--- src/rtl/axis_1553_decoder.sv ---
// MIL-STD-1553 Manchester receive decoder with an AXI-Stream master output.
// Samples diff through a two-flop synchronizer, qualifies the 3-bit-time sync,
// recovers 16 data bits plus parity on fixed timing from the sync transition,
// and presents each word with its sync type and parity status in tuser.
module axis_1553_decoder #(
  parameter int clock_speed = 16000000
) (
  input  logic        aclk,
  input  logic        arstn,
  input  logic [1:0]  diff,
  output logic [15:0] m_axis_tdata,
  output logic        m_axis_tvalid,
  input  logic        m_axis_tready,
  output logic [7:0]  m_axis_tuser,
  output logic        rx_err,
  output logic        rx_overflow
);

  function automatic int clogb2(input int unsigned value);
    int unsigned v;
    int unsigned r;
    v = value - 1;
    r = 0;
    while (v != 0) begin
      r++;
      v = v >> 1;
    end
    return int'(r);
  endfunction

  localparam int SPB = clock_speed / 1000000;
  localparam int CW  = clogb2(20 * SPB) + 1;

  localparam logic [CW-1:0] RUN_MIN    = CW'(3 * SPB / 2 - SPB / 4);
  localparam logic [CW-1:0] RUN_MAX    = CW'(3 * SPB / 2 + SPB / 4);
  localparam logic [CW-1:0] TAIL_MAX   = CW'(SPB / 2);
  localparam logic [CW-1:0] SYNC2_LAST = CW'(3 * SPB / 2 - 1);
  localparam logic [CW-1:0] PH_FIRST   = CW'(SPB / 4);
  localparam logic [CW-1:0] PH_SECOND  = CW'(3 * SPB / 4);
  localparam logic [CW-1:0] PH_LAST    = CW'(SPB - 1);

  typedef enum logic [2:0] {
    IDLE,
    SYNC1,
    SYNC2,
    BITS,
    CHECK
  } state_t;

  logic [1:0]    sync_q1, sync_q2;
  state_t        state, state_n;
  logic [CW-1:0] cnt, cnt_n;
  logic [4:0]    bit_k, bit_k_n;
  logic          first_hi, first_hi_n;
  logic          half_hi, half_hi_n;
  logic [16:0]   shreg, shreg_n;
  logic          err_n;
  logic          word_done;
  logic          load_word;
  logic          ovf_n;
  logic          lvl_ok;
  logic          lvl_hi;

  // Two-flop synchronizer for the asynchronous line receiver output.
  always_ff @(posedge aclk) begin
    if (!arstn) begin
      sync_q1 <= '0;
      sync_q2 <= '0;
    end else begin
      sync_q1 <= diff;
      sync_q2 <= sync_q1;
    end
  end

  assign lvl_ok = (sync_q2 == 2'b01) || (sync_q2 == 2'b10);
  assign lvl_hi = (sync_q2 == 2'b01);

  // Decoder state and working registers.
  always_ff @(posedge aclk) begin
    if (!arstn) begin
      state    <= IDLE;
      cnt      <= '0;
      bit_k    <= '0;
      first_hi <= 1'b0;
      half_hi  <= 1'b0;
      shreg    <= '0;
    end else begin
      state    <= state_n;
      cnt      <= cnt_n;
      bit_k    <= bit_k_n;
      first_hi <= first_hi_n;
      half_hi  <= half_hi_n;
      shreg    <= shreg_n;
    end
  end

  // Next-state logic. cnt is the sync run length in SYNC1, the offset from the
  // sync transition in SYNC2, and the sample phase within the current bit in BITS.
  always_comb begin
    state_n    = state;
    cnt_n      = cnt;
    bit_k_n    = bit_k;
    first_hi_n = first_hi;
    half_hi_n  = half_hi;
    shreg_n    = shreg;
    err_n      = 1'b0;
    word_done  = 1'b0;
    unique case (state)
      IDLE: begin
        if (lvl_ok) begin
          state_n    = SYNC1;
          cnt_n      = CW'(1);
          first_hi_n = lvl_hi;
        end
      end
      SYNC1: begin
        if (!lvl_ok) begin
          // A short run ending in idle is the tail of the previous word's last
          // half-bit (the decoder returns to IDLE before the line does), not a sync.
          state_n = IDLE;
          err_n   = (cnt >= TAIL_MAX);
        end else if (lvl_hi == first_hi) begin
          if (cnt == RUN_MAX) begin
            state_n = IDLE;
            err_n   = 1'b1;
          end else begin
            cnt_n = cnt + CW'(1);
          end
        end else if ((cnt >= RUN_MIN) && (cnt <= RUN_MAX)) begin
          state_n = SYNC2;
          cnt_n   = CW'(1);
        end else begin
          state_n = IDLE;
          err_n   = 1'b1;
        end
      end
      SYNC2: begin
        if (cnt == SYNC2_LAST) begin
          state_n = BITS;
          cnt_n   = '0;
          bit_k_n = '0;
        end else begin
          cnt_n = cnt + CW'(1);
        end
      end
      BITS: begin
        if (cnt == PH_LAST) begin
          cnt_n   = '0;
          bit_k_n = bit_k + 5'd1;
        end else begin
          cnt_n = cnt + CW'(1);
        end
        if (cnt == PH_FIRST) begin
          if (!lvl_ok) begin
            state_n = IDLE;
            err_n   = 1'b1;
          end else begin
            half_hi_n = lvl_hi;
          end
        end
        if (cnt == PH_SECOND) begin
          if (!lvl_ok || (lvl_hi == half_hi)) begin
            state_n = IDLE;
            err_n   = 1'b1;
          end else begin
            shreg_n = {shreg[15:0], lvl_hi};
            if (bit_k == 5'd16) begin
              state_n = CHECK;
            end
          end
        end
      end
      CHECK: begin
        state_n   = IDLE;
        word_done = 1'b1;
      end
      default: begin
        state_n = IDLE;
      end
    endcase
  end

  // A finished word may load when the register is empty or draining this cycle.
  always_comb begin
    load_word = word_done && (!m_axis_tvalid || m_axis_tready);
    ovf_n     = word_done && !load_word;
  end

  // AXI-Stream output register and status pulses.
  always_ff @(posedge aclk) begin
    if (!arstn) begin
      m_axis_tdata  <= '0;
      m_axis_tuser  <= '0;
      m_axis_tvalid <= 1'b0;
      rx_err        <= 1'b0;
      rx_overflow   <= 1'b0;
    end else begin
      rx_err      <= err_n;
      rx_overflow <= ovf_n;
      if (load_word) begin
        m_axis_tdata  <= shreg[16:1];
        m_axis_tuser  <= {(first_hi ? 3'b010 : 3'b100), 4'b0000, ~^shreg};
        m_axis_tvalid <= 1'b1;
      end else if (m_axis_tvalid && m_axis_tready) begin
        m_axis_tvalid <= 1'b0;
      end
    end
  end

endmodule

--- config.mk ---
export PLATFORM = sky130hd
export DESIGN_NAME = axis_1553_decoder
export DESIGN_NICKNAME = d
export VERILOG_FILES = /design/src/rtl/axis_1553_decoder.sv
export SDC_FILE = /design/constraint.sdc
export NUM_CORES = 1
export LEC_CHECK = 0
export ABC_AREA = 0
export BUFFER_PORTS_ARGS = -buffer_cell sky130_fd_sc_hd__buf_2
export CORE_MARGIN = 1.5
export CORE_UTILIZATION = 25
export CTS_CLUSTER_DIAMETER = 60
export DETAILED_ROUTE_END_ITERATION = 10
export PLACE_DENSITY = 0.37
export SLEW_MARGIN = 20
export SYNTH_ARGS = -nofsm -noshare
export SYNTH_HDL_FRONTEND = slang
export SYNTH_SLANG_ARGS = --single-unit
--- constraint.sdc ---
create_clock -name aclk -period 3.9 [get_ports aclk]
set_input_delay 0.39 -clock aclk [delete_from_list [all_inputs] [get_ports aclk]]
set_output_delay 0.39 -clock aclk [all_outputs]
set_load 0.01 [all_outputs]
# Word-level counts from Yosys, hierarchy flattened
# Cells that the tools add are included.
dict set report totals {
  regBits 64
  in_bits 5
  out_inout_bits 27
  elab_cells 97
}
dict set report classes {
  addsub 2
  order_cmp 3
  eq_ne 21
  n_mux 36
  bitwise_logic 1
  reduce_logical 21
}
# operator n
set op_table {}
lappend op_table {{$mux W10} 7}
lappend op_table {{$pmux W10 S4} 1}
lappend op_table {{$mux W3} 11}
lappend op_table {{$eq A10 B4 Y1 const B} 2}
lappend op_table {{$eq A10 B5 Y1 const B} 2}
lappend op_table {{$reduce_xnor A17 Y1} 1}
lappend op_table {{$pmux W3 S4} 1}
lappend op_table {{$reduce_and A3 Y1} 4}
lappend op_table {{$mux W1} 11}
lappend op_table {{$add A10 B1 Y10 const B} 1}
lappend op_table {{$eq A10 B3 Y1 const B} 1}
lappend op_table {{$ge A10 B4 Y1 const B} 1}
lappend op_table {{$ge A10 B5 Y1 const B} 1}
lappend op_table {{$le A10 B5 Y1 const B} 1}
lappend op_table {{$mux W5} 2}
lappend op_table {{$pmux W5 S2} 1}
lappend op_table {{$ne A2 B2 Y1 const B} 4}
lappend op_table {{$eq A3 B2 Y1 const B} 2}
lappend op_table {{$ne A3 B3 Y1 const B} 2}
lappend op_table {{$add A5 B1 Y5 const B} 1}
lappend op_table {{$eq A5 B5 Y1 const B} 1}
lappend op_table {{$reduce_and A5 Y1} 1}
lappend op_table {{$logic_and A1 B1 Y1} 4}
lappend op_table {{$ne A4 B4 Y1 const B} 1}
lappend op_table {{14 further kinds} 20}

# Logic depth before layout (Yosys ltp)
# Gate-level depths: netlist of run 1.
dict set report depth {
  depth_word 8
  depth_mapped 9
  ltp_nobuf 8
}

# Worst setup path after synthesis of run 1
# Ideal clock, no wire load.
dict set report synth_path {
  path_kind {register to register}
  from {reg sync_q2[1]}
  to {reg cnt[2]}
  setup_time_ps 120
  arrival_ps 1782
  required_time_ps 3780
  setup_slack_ps 1998
  path_stages_with_launch 10
  n_path_buf 2
  synth_period_minus_slack_ps 1902
  path_cell_list {dfxtp_1 > inv_1 > ha_1 > clkbuf_1 > nor4_2 > nand3_2 > a31o_1 > buf_6 > o211ai_2 > o21ai_1}
}
dict set report synth_between {
  elab_chain_len 5
  word_cells_on_any_way 12
  classes_between {eq/ne: 7; mux: 3; reduce/logical: 2}
}
# item line
set synth_lines {}
lappend synth_lines {{from (decl)} 50} ;# logic [1:0] sync_q1, sync_q2;
lappend synth_lines {{from (signal assigned)} 71} ;# sync_q2 <= sync_q1;
lappend synth_lines {{$eq A2 B1 Y1} {75, 76}}
lappend synth_lines {{$eq A1 B1 Y1} 122} ;# end else if (lvl_hi == first_hi) begin
lappend synth_lines {{$mux W10} 122}
lappend synth_lines {{$mux W10} 117} ;# if (!lvl_ok) begin
lappend synth_lines {{$pmux W10 S4} 108} ;# unique case (state)
lappend synth_lines {{to (signal assigned)} 89} ;# cnt <= cnt_n;
lappend synth_lines {{to (decl)} 52} ;# logic [CW-1:0] cnt, cnt_n;
# Several ways; a longest one is shown, not always the timed one. The select of a mux whose other input is x is not followed.
# A chain may end at the register's enable or synchronous reset.

# Final worst setup path of run 1
dict set report layout_path {
  from {reg sync_q2[1]}
  to {reg cnt[0]}
}
dict set report layout_between {
  elab_chain_len 5
  word_cells_on_any_way 12
  classes_between {eq/ne: 7; mux: 3; reduce/logical: 2}
}
# item line
set layout_lines {}
lappend layout_lines {{$eq A2 B1 Y1 (*)} 76} ;# assign lvl_hi = (sync_q2 == 2'b01);
lappend layout_lines {{via lvl_hi} 62} ;# logic lvl_hi;
lappend layout_lines {{$eq A1 B1 Y1} 122}
lappend layout_lines {{$mux W10} 122}
lappend layout_lines {{$mux W10} 117}
lappend layout_lines {{$pmux W10 S4} 108}
# The timed path passes the listed nets; every way through them passes the cells marked *. The select of a mux whose other input is x is not followed.

==> impl_metrics.tcl, run 1 <==
set metrics [dict create \
    grt-ovfl-total 0 \
    cp-startpoint "sync_q2[1]$_SDFF_PN0_" \
    h-tree-depth 3 \
    critPathKind "reg -> reg" \
    vias_per_cell 4.43 \
    met1_length_um 3680 \
    maxSlewHeadroom 0.496 \
    core_area_um2 12100 \
    synth.top_cell.area_share 0.407 \
    clock_skew_ns 0.0119 \
    crit_chain "inv_1, ha_1, xnor2_1, nand3b_1, a31o_1, o311a_1" \
    slew_viol_final 0 \
    yosysWarnings 0 \
    met2_length_um 3360 \
    synth_compound_area_frac 0.181 \
    top_layer "met4" \
    synth_fa_ha_area_frac 0.0202 \
    ir_worst_vdd_uv 143 \
    cts_setup_buffers 0 \
    dpl-instance-area_um2 3330 \
    grt_pass1_vias 2404 \
    clock-root-buffer "clkbuf_16" \
    fmax_ghz 0.428 \
    grtUsageTotal 0.128 \
    r2r_slack_ns 1.56 \
    sw_frac_of_total 0.232 \
    rsz0062_at_grt "no" \
    leakagePower_nw 1.28 \
    muxShareOfSynthArea 0.00646 \
    wl_um 7410 \
    area_growth_pct 16.4 \
    drive_gt1_frac 0.127 \
    vias 2487 \
    endpoint "cnt[0]$_SDFFE_PN0P_" \
    clockBufferDepth 2 \
    numCtsBuffers 9 \
    dp_hpwl_um 5020 \
    crit-reg2reg-capture "cnt[0]$_SDFFE_PN0P_" \
    ant_nets 0 \
    final_util 0.299 \
    drt-pass1-iter-count 4 \
    p_sw_uw 344 \
    rows 40 \
    dieArea_um2 13100 \
    slowest_stage "xnor2_1" \
    critPathCaptureType "register" \
    die_y_um 114 \
    cts.sinks 63 \
    ctsResizeCount 0 \
    syn-instance-count 374 \
    regToRegStartpoint "sync_q2[1]$_SDFF_PN0_" \
    portBuffers 26 \
    clk_pin_slew_ns 0.05 \
    timing.final.hold_violations 0 \
    hold_class "in -> reg" \
    yosys.area.top_type "dfxtp_1" \
    grt_pass1_wl_um 12600 \
    syn_area_um2 3100 \
    dieWidth_um 114 \
    final_nets 400 \
    cts_tree "done" \
    period_needed_ns 2.34 \
    setup_viol 0 \
    yosys.area_share.simple 0.272 \
    worstMarginPinSlew_ns 0.753 \
    pwr-share-seq 0.444 \
    cpPeakStageDelay_ns 0.47 \
    dr_wl_met3_um 253 \
    synth_seq_area_share 0.407 \
    required_ns 4.12 \
    routedWlPerCell_um 13.2 \
    tns_ns 0 \
    diodes 0 \
    drv_cap 0 \
    timing.hold.ws_ns 0.263 \
    synth-seq-cells 63 \
    p_int_mw 1.14 \
    syn_avg_cell_area_um2 8.28 \
    synth-edff-count 0 \
    drc 0 \
    synthFlopType "dfxtp_1" \
    gp_congestion 0.766 \
    ioPinCount 32 \
    post-route-period-util 0.599 \
    critPathMaxFanout 11 \
    powerDensity_nw_per_um2 410 \
    insertion_delay_ns 0.34 \
    pwr-share-comb 0.052 \
    synth_top_family_by_area "simple AND/OR/NAND/NOR gates" \
    synth_xor_area_frac 0.0594 \
    fin_total_pwr_mw 1.48 \
    worst-endpoint-arrival_ns 2.55 \
    start_util 0.257 \
    power_frac_clock 0.504 \
    yosysUniqueCellTypes 52 \
    antenna_found_initial 0 \
    stdcell_area_um2 3610 \
    ff2ff_path_depth 6 \
    nFillCells 1326 \
    drt_iter0_drc 105 \
    synthArstFlopShare 0 \
    synth.area.top_cells "dfxtp_1, nand2_1, a21boi_0" \
    status "finished, final reports clean" \
    grt_max_degree 47 \
    start_kind "register" \
    cts_hold_buf 0 \
]
==> state kept, by name, indices dropped and copies added, names as in the netlist <==
register and cells:
bit_k 5, cnt 10, first_hi 1, half_hi 1, m_axis_tdata 16, m_axis_tuser 3
m_axis_tvalid 1, rx_err 1, rx_overflow 1, shreg 17, state 3, sync_q1 2
sync_q2 2
==> synth_stat cells (3+ instances only) <==
library cell	count
nand3_1	8
clkbuf_1	16
nand4_1	7
and2_1	7
nor2_1	15
inv_1	7
a21oi_1	11
dfxtp_1	63
o21ai_0	5
a21boi_0	22
nor2b_1	8
xor2_1	5
buf_4	6
nand2_1	93
nand3b_1	4
o22ai_1	5
nor3b_1	3
xnor2_1	16
a21boi_1	15
nor3_1	6
ha_1	5
and3_1	5
buf_2	4
==> layout make-up <==
class	instances	area [µm²]	area share
well taps	168	210	0.0583
repair buffers	28	145	0.0402
flip-flops and latches	63	1260	0.350
multi-input cells	281	1690	0.468
inverters	7	26.3	0.00728
clock inverters	3	18.8	0.00520
clock buffers	12	256	0.0711
==> worst min-delay path by stage <==
stage	endpoint	cells past startpoint	slack (ns)	from
after detailed placement	sync_q2[1]$_SDFF_PN0_	1	0.43	sync_q1[1]$_SDFF_PN0_
after global placement	sync_q2[0]$_SDFF_PN0_	1	0.44	sync_q1[0]$_SDFF_PN0_
final	sync_q1[1]$_SDFF_PN0_	2	0.26	diff[1]
after global routing	sync_q1[1]$_SDFF_PN0_	2	0.26	diff[1]
after CTS	sync_q1[1]$_SDFF_PN0_	2	0.26	diff[1]
after floorplan	sync_q2[0]$_SDFF_PN0_	1	0.41	sync_q1[0]$_SDFF_PN0_
==> cells by family (layout without fill, tap and decap cells) <==
kind of cell	count (synthesis)	after routing
muxes	2	2
DFF	63	63
xor gates and xnor gates	21	21
buffers and inverters	34	50
and+or+nand+nor	172	172
AOI/OAI and AO/OA	76	76
adders and majority gates	5	5
other	1	5
==> cell usage in the layout (no fill, tap or decap), types with 3 or more instances in the layout <==
cell type,n
inv_1,7
o21ai_0,5
ha_1,5
nand3b_1,4
nand3_1,8
xnor2_1,16
a21oi_1,11
a21boi_0,22
a21boi_1,15
nand2_1,93
nand4_1,7
and3_1,5
dfxtp_1,63
nor3_1,6
nor3b_1,3
o22ai_1,5
nor2_1,15
buf_2,26
nor2b_1,8
and2_1,7
conb_1,5
clkbuf_16,9
xor2_1,5
==> critical path, delay by kind of cell (launching register included) <==
family,cells,cell delay (ns)
fa+ha+maj,1,0.26
buf+inv,1,0.04
xor+xnor,1,0.47
simple gates,1,0.31
flops,1,0.31
compound gates,2,0.82
==> layer usage <==
layer	up-vias	track usage
met5	-	0
met4	0	0.0550
met3	10	0.0482
met2	31	0.192
met1	1154	0.163
li1	1292	-
==> power by group through the flow <==
| stage | clock network, mW | logic, mW | registers [mW] |
|---|---|---|---|
| finish | 0.746 | 0.0765 | 0.657 |
| global route | 0.808 | 0.0860 | 0.658 |
| CTS | 0.777 | 0.0785 | 0.657 |
| detailed placement | 0 | 0.0779 | 0.671 |
| global placement | 0 | 0.0786 | 0.671 |
| floorplan | 0 | 0.0679 | 0.666 |
==> per-stage QoR <==
| step | std cells | setup slack, ns |
|---|---|---|
| detailed placement | 547 | 1.57 |
| finish | 562 | 1.56 |
| floorplan | 378 | 2.00 |
| global route | 562 | 1.39 |
| global placement | 547 | 1.50 |
| CTS | 562 | 1.54 |
Power figures use the tool's default switching activity.
==> inputs of run 2 (changes only) <==
--- a/config.mk
+++ b/config.mk
@@ -11,7 +11,7 @@
 export CORE_UTILIZATION = 25
 export CTS_CLUSTER_DIAMETER = 60
 export DETAILED_ROUTE_END_ITERATION = 10
-export PLACE_DENSITY = 0.37
+export PLACE_DENSITY = 0.39
 export SLEW_MARGIN = 20
 export SYNTH_ARGS = -nofsm -noshare
 export SYNTH_HDL_FRONTEND = slang
==> constraint.sdc (replaced) <==
create_clock -name aclk -period 1.91 [get_ports aclk]
set_input_delay 0.191 -clock aclk [delete_from_list [all_inputs] [get_ports aclk]]
set_output_delay 0.191 -clock aclk [all_outputs]
set_load 0.01 [all_outputs]
==> run 2 against run 1 <==
Net effect: critical path depth up 3; routed wire length up 2.7%; combinational power rose to 3.3 times the previous value; largest power group unchanged; highest routed layer unchanged.
==> impl_metrics.tcl, run 2 (synthesis gave the netlist of run 1 again) <==
set metrics [dict create \
    status "finished, final reports clean" \
    min-delay-start "diff[0]" \
    rows 40 \
    largest_reg_flops 17 \
    r2r_slack_ns 0.11 \
    routedWlPerCell_um 12.7 \
    tns_ns 0 \
    critPathKind "reg -> reg" \
    portBuffers 26 \
    final_util 0.334 \
    rsz0062_at_grt "yes" \
    powerDensity_nw_per_um2 812 \
    cts_hold_buf 0 \
    grt_pass1_wl_um 12800 \
    drive_gt1_frac 0.249 \
    grt_max_degree 45 \
    hold_class "in -> reg" \
    crit-reg2reg-capture "cnt[4]$_SDFFE_PN0P_" \
    core_area_um2 12100 \
    ff2ff_path_depth 9 \
    ioPinCount 32 \
    ir_worst_vdd_uv 407 \
    grtUsageTotal 0.125 \
    grt_pass1_vias 2623 \
    period_needed_ns 1.80 \
    final_cell_mix "nand2_1, dfxtp_1, buf_4" \
    hold_depth 2 \
    regToRegStartpoint "sync_q2[1]$_SDFF_PN0_" \
    start_util 0.257 \
    critPathCaptureType "register" \
    required_ns 2.12 \
    holdPathEnd "sync_q1[0]$_SDFF_PN0_" \
    diodes 0 \
    dieWidth_um 114 \
    final_nets 435 \
    cts.sinks 63 \
    drt-pass1-iter-count 4 \
    start_kind "register" \
    fmax_ghz 0.556 \
    numCtsBuffers 9 \
    insertion_delay_ns 0.33 \
    drv_cap 0 \
    setup_viol 0 \
    post-place-ws_ns -0.0486 \
    grt-ovfl-total 0 \
    timing.final.hold_violations 0 \
    mostFrequentLayoutCell "nand2_1" \
    vias_per_cell 4.43 \
    drc 0 \
    wl_um 7610 \
    top_register "shreg" \
    clk_pin_slew_ns 0.05 \
    slew_viol_final 0 \
    worst_slack_ns 0.111 \
    clockBufferDepth 2 \
    dieArea_um2 13100 \
    vias 2648 \
    drt_iter0_drc 107 \
    h-tree-depth 3 \
    post-route-period-util 0.942 \
    clock-root-buffer "clkbuf_16" \
    leakagePower_nw 1.48 \
    die_y_um 114 \
    ant_nets 0 \
    nFillCells 1281 \
    worst-endpoint-arrival_ns 2.01 \
    gp_congestion 0.760 \
    antenna_found_initial 0 \
    dp_hpwl_um 5090 \
    reg_top3 "shreg x17, m_axis_tdata x16, cnt x10" \
    area_growth_pct 30.1 \
    critPathMaxFanout 8 \
    timing.hold.ws_ns 0.0718 \
    cts_tree "done" \
    fin_total_pwr_mw 3.27 \
    clock_skew_ns 0.00640 \
]
[run 2: repair_timing]
item | in CTS | in global routing
endpoints found under the setup margin | 9 | 14
resized for setup | 7 | 19
hold endpoints to repair | 0 | 0
setup buffers | 1 | 2
pin swaps | 4 | 7
[run 2: per-layer routing]
layer  part of all wire  wire length, µm  track usage
met4              0.024              181       0.0650
met1               0.48             3630        0.149
met5                  0                0            0
met3              0.025              193       0.0270
met2               0.47             3600        0.211
[run 2: worst max path at each step]
stage,start,end,slack (ns)
floorplan,sync_q2[1]$_SDFF_PN0_,cnt[2]$_SDFFE_PN0P_,0.008
global placement,sync_q2[1]$_SDFF_PN0_,cnt[9]$_SDFFE_PN0P_,-0.007
detailed placement,sync_q2[1]$_SDFF_PN0_,cnt[9]$_SDFFE_PN0P_,-0.05
CTS,cnt[0]$_SDFFE_PN0P_,cnt[0]$_SDFFE_PN0P_,0.001
global route,sync_q2[1]$_SDFF_PN0_,cnt[2]$_SDFFE_PN0P_,-0.006
finish,sync_q2[1]$_SDFF_PN0_,cnt[4]$_SDFFE_PN0P_,0.11
[run 2: power breakdown]
part | switching [mW] | internal [mW] | leakage (nW)
Sequential | 0.00722 | 1.32 | 0.511
Clock | 0.612 | 1.08 | 0.152
Combinational | 0.132 | 0.119 | 0.822
[run 2: area by class of cell]
cell class / instances / area (µm²) / share of cell area
Multi-Input combinational cell: 281 / 1780 / 0.442
Sequential cell: 63 / 1270 / 0.314
Timing Repair Buffer: 63 / 437 / 0.108
Clock buffer: 11 / 253 / 0.0627
Tap cell: 168 / 210 / 0.0521
Clock inverter: 5 / 56.3 / 0.0140
Inverter: 7 / 26.3 / 0.00652
[run 2: worst max-delay path, cell delays in order, from the launching register on]
cell and delay, ns:
dfxtp_2 0.32, inv_2 0.04, ha_4 0.17, xnor2_4 0.14, nor4_4 0.23, nand3_2 0.15, a31o_4 0.30, buf_12 0.14
a21oi_1 0.11, o22ai_1 0.09
[run 2: stage by stage]
stage	instances	cell area [µm²]
after floorplan	378	3110
after global placement	579	3600
after detailed placement	579	3600
after CTS	596	3940
after global routing	598	4030
final	598	4030
==> inputs of run 3 (changes only) <==
--- a/config.mk
+++ b/config.mk
@@ -8,11 +8,11 @@
 export ABC_AREA = 0
 export BUFFER_PORTS_ARGS = -buffer_cell sky130_fd_sc_hd__buf_2
 export CORE_MARGIN = 1.5
-export CORE_UTILIZATION = 25
+export CORE_UTILIZATION = 53
 export CTS_CLUSTER_DIAMETER = 60
 export DETAILED_ROUTE_END_ITERATION = 10
-export PLACE_DENSITY = 0.39
-export SLEW_MARGIN = 20
+export PLACE_DENSITY = 0.73
+export SLEW_MARGIN = 25
 export SYNTH_ARGS = -nofsm -noshare
 export SYNTH_HDL_FRONTEND = slang
 export SYNTH_SLANG_ARGS = --single-unit
==> run 3 against run 2 <==
Net effect: clock power down 38%; highest routed layer unchanged; utilization up 34 points; the flow now finishes with violations (negative setup slack); via count grew 1.6%; sequential cell count is the same; first-iteration DRC count grew 30%; critical path depth unchanged; sequential share of layout area is 2.4 points higher; final area decreased by 7.3%; clock-buffer cell count increased by 2; power down 20%; setup slack got worse by 0.16 ns.
==> impl_metrics.tcl, run 3 (synthesis gave the netlist of run 1 again) <==
set metrics [dict create \
    clock_skew_ns 0.00907 \
    cp-startpoint "cnt[1]$_SDFFE_PN0P_" \
    cts_hold_buf 0 \
    wl_um 6460 \
    slew_viol_final 0 \
    hold_class "in -> reg" \
    clk_pin_slew_ns 0.07 \
    regToRegStartpoint "cnt[1]$_SDFFE_PN0P_" \
    grt_max_degree 42 \
    grt_pass1_vias 2418 \
    violations "negative setup slack" \
    drive_gt1_frac 0.223 \
    post-place-ws_ns -0.0505 \
    largest_reg_flops 17 \
    grt-ovfl-total 0 \
    powerDensity_nw_per_um2 703 \
    mostFrequentLayoutCell "nand2_1" \
    final_cell_mix "nand2_1, dfxtp_1, buf_2" \
    drv_cap 0 \
    routedWlPerCell_um 13.1 \
    setup_viol 1 \
    cpPeakStageDelay_ns 0.33 \
    clock-root-buffer "clkbuf_8" \
    fmax_ghz 0.510 \
    critPathCaptureType "register" \
    cts.sinks 63 \
    reg_top3 "shreg x17, m_axis_tdata x16, cnt x10" \
    critPathMaxFanout 8 \
    vias 2691 \
    rows 27 \
    area_growth_pct 20.6 \
    dp_hpwl_um 4330 \
    critPathKind "reg -> reg" \
    slowest_stage "dfxtp_2" \
    ant_nets 0 \
    min-delay-start "diff[1]" \
    start_util 0.556 \
    vias_per_cell 5.45 \
    placed_cells 472 \
    period_needed_ns 1.96 \
    grtUsageTotal 0.223 \
    post-route-period-util 1.03 \
    h-tree-depth 3 \
    status "finished, violations left" \
    cts_tree "done" \
    crit_chain "inv_2, ha_4, and3b_1, nor4_2, nand3_2, buf_6, a31oi_4, nand2_4, o32ai_2" \
    top_register "shreg" \
    drt-pass1-iter-count 4 \
    dieArea_um2 6310 \
    die_y_um 79.5 \
    rsz0062_at_grt "yes" \
    dieWidth_um 79.5 \
    required_ns 2.16 \
    drt_iter0_drc 139 \
    portBuffers 26 \
    worst-endpoint-arrival_ns 2.21 \
    insertion_delay_ns 0.34 \
    leakagePower_nw 1.40 \
    core_area_um2 5570 \
    clockBufferDepth 2 \
    ir_worst_vdd_uv 392 \
    fin_total_pwr_mw 2.63 \
    grt_pass1_wl_um 11000 \
    timing.final.hold_violations 0 \
    gp_congestion 0.854 \
    diodes 0 \
    final_nets 427 \
    ioPinCount 32 \
    antenna_found_initial 0 \
    worst_slack_ns -0.0511 \
    numCtsBuffers 9 \
    drc 0 \
    start_kind "register" \
    fin_cells 494 \
]
-- run 3: power breakdown --
group	switching (mW)	internal, mW
clock network	0.502	0.538
logic	0.132	0.126
registers	0.00632	1.32
total	0.640	1.99
-- run 3: cell type report --
type                    instances  area (µm²)
fillers                       479        1840
multi-input cells             281        1770
flip-flops and latches         63        1260
repair buffers                 55         409
clock buffers                  13         159
well taps                      72        90.1
inverters                       7        26.3
clock inverters                 3        17.5
-- run 3: stage by stage --
stage	setup TNS (ns)	utilization	cell area, µm²	hold slack, ns
2_1_floorplan	0	-	3110	0.318
3_3_place_gp	0	0.611	3410	0.404
3_5_place_dp	-0.340	0.611	3410	0.402
4_1_cts	-0.0363	0.667	3720	0.0436
5_1_grt	-0.524	0.670	3740	0.0681
6_report	-0.0511	0.670	3740	0.0597
-- run 3: worst max-delay path, delay by kind of cell, from the launching register on --
kind / cells / cell delay [ns]
AND/OR/NAND/NOR: 4 / 0.74
flip-flops: 1 / 0.33
adder cells (fa/ha/maj): 1 / 0.13
buffers and inverters: 2 / 0.21
AO/OA/AOI/OAI: 2 / 0.45
-- run 3: layer usage --
| metal | routed length (µm) | vias to the layer above | global-route usage |
|---|---|---|---|
| li1 | - | 1351 | - |
| met1 | 2970 | 1281 | 0.281 |
| met2 | 3140 | 51 | 0.363 |
| met3 | 238 | 8 | 0.0423 |
| met4 | 115 | 0 | 0.107 |
| met5 | 0 | - | 0 |
-- run 3: final timing paths --
check             cells past startpoint  slack (ns)                    end
setup reg to reg                      9       -0.05    cnt[6]$_SDFFE_PN0P_
hold reg to reg                       1        0.44  sync_q2[0]$_SDFF_PN0_
setup / recovery                      9       -0.05    cnt[6]$_SDFFE_PN0P_
hold / removal                        2        0.06  sync_q1[1]$_SDFF_PN0_
-- run 3: repair_timing --
item / 4_1_cts / 5_1_grt
setup buffers: 4 / 1
endpoints found under the hold margin: 0 / 0
gates cloned: 1 / 0
endpoints found under the setup margin: 9 / 12
pin swaps: 12 / 4
resized for setup: 18 / 4
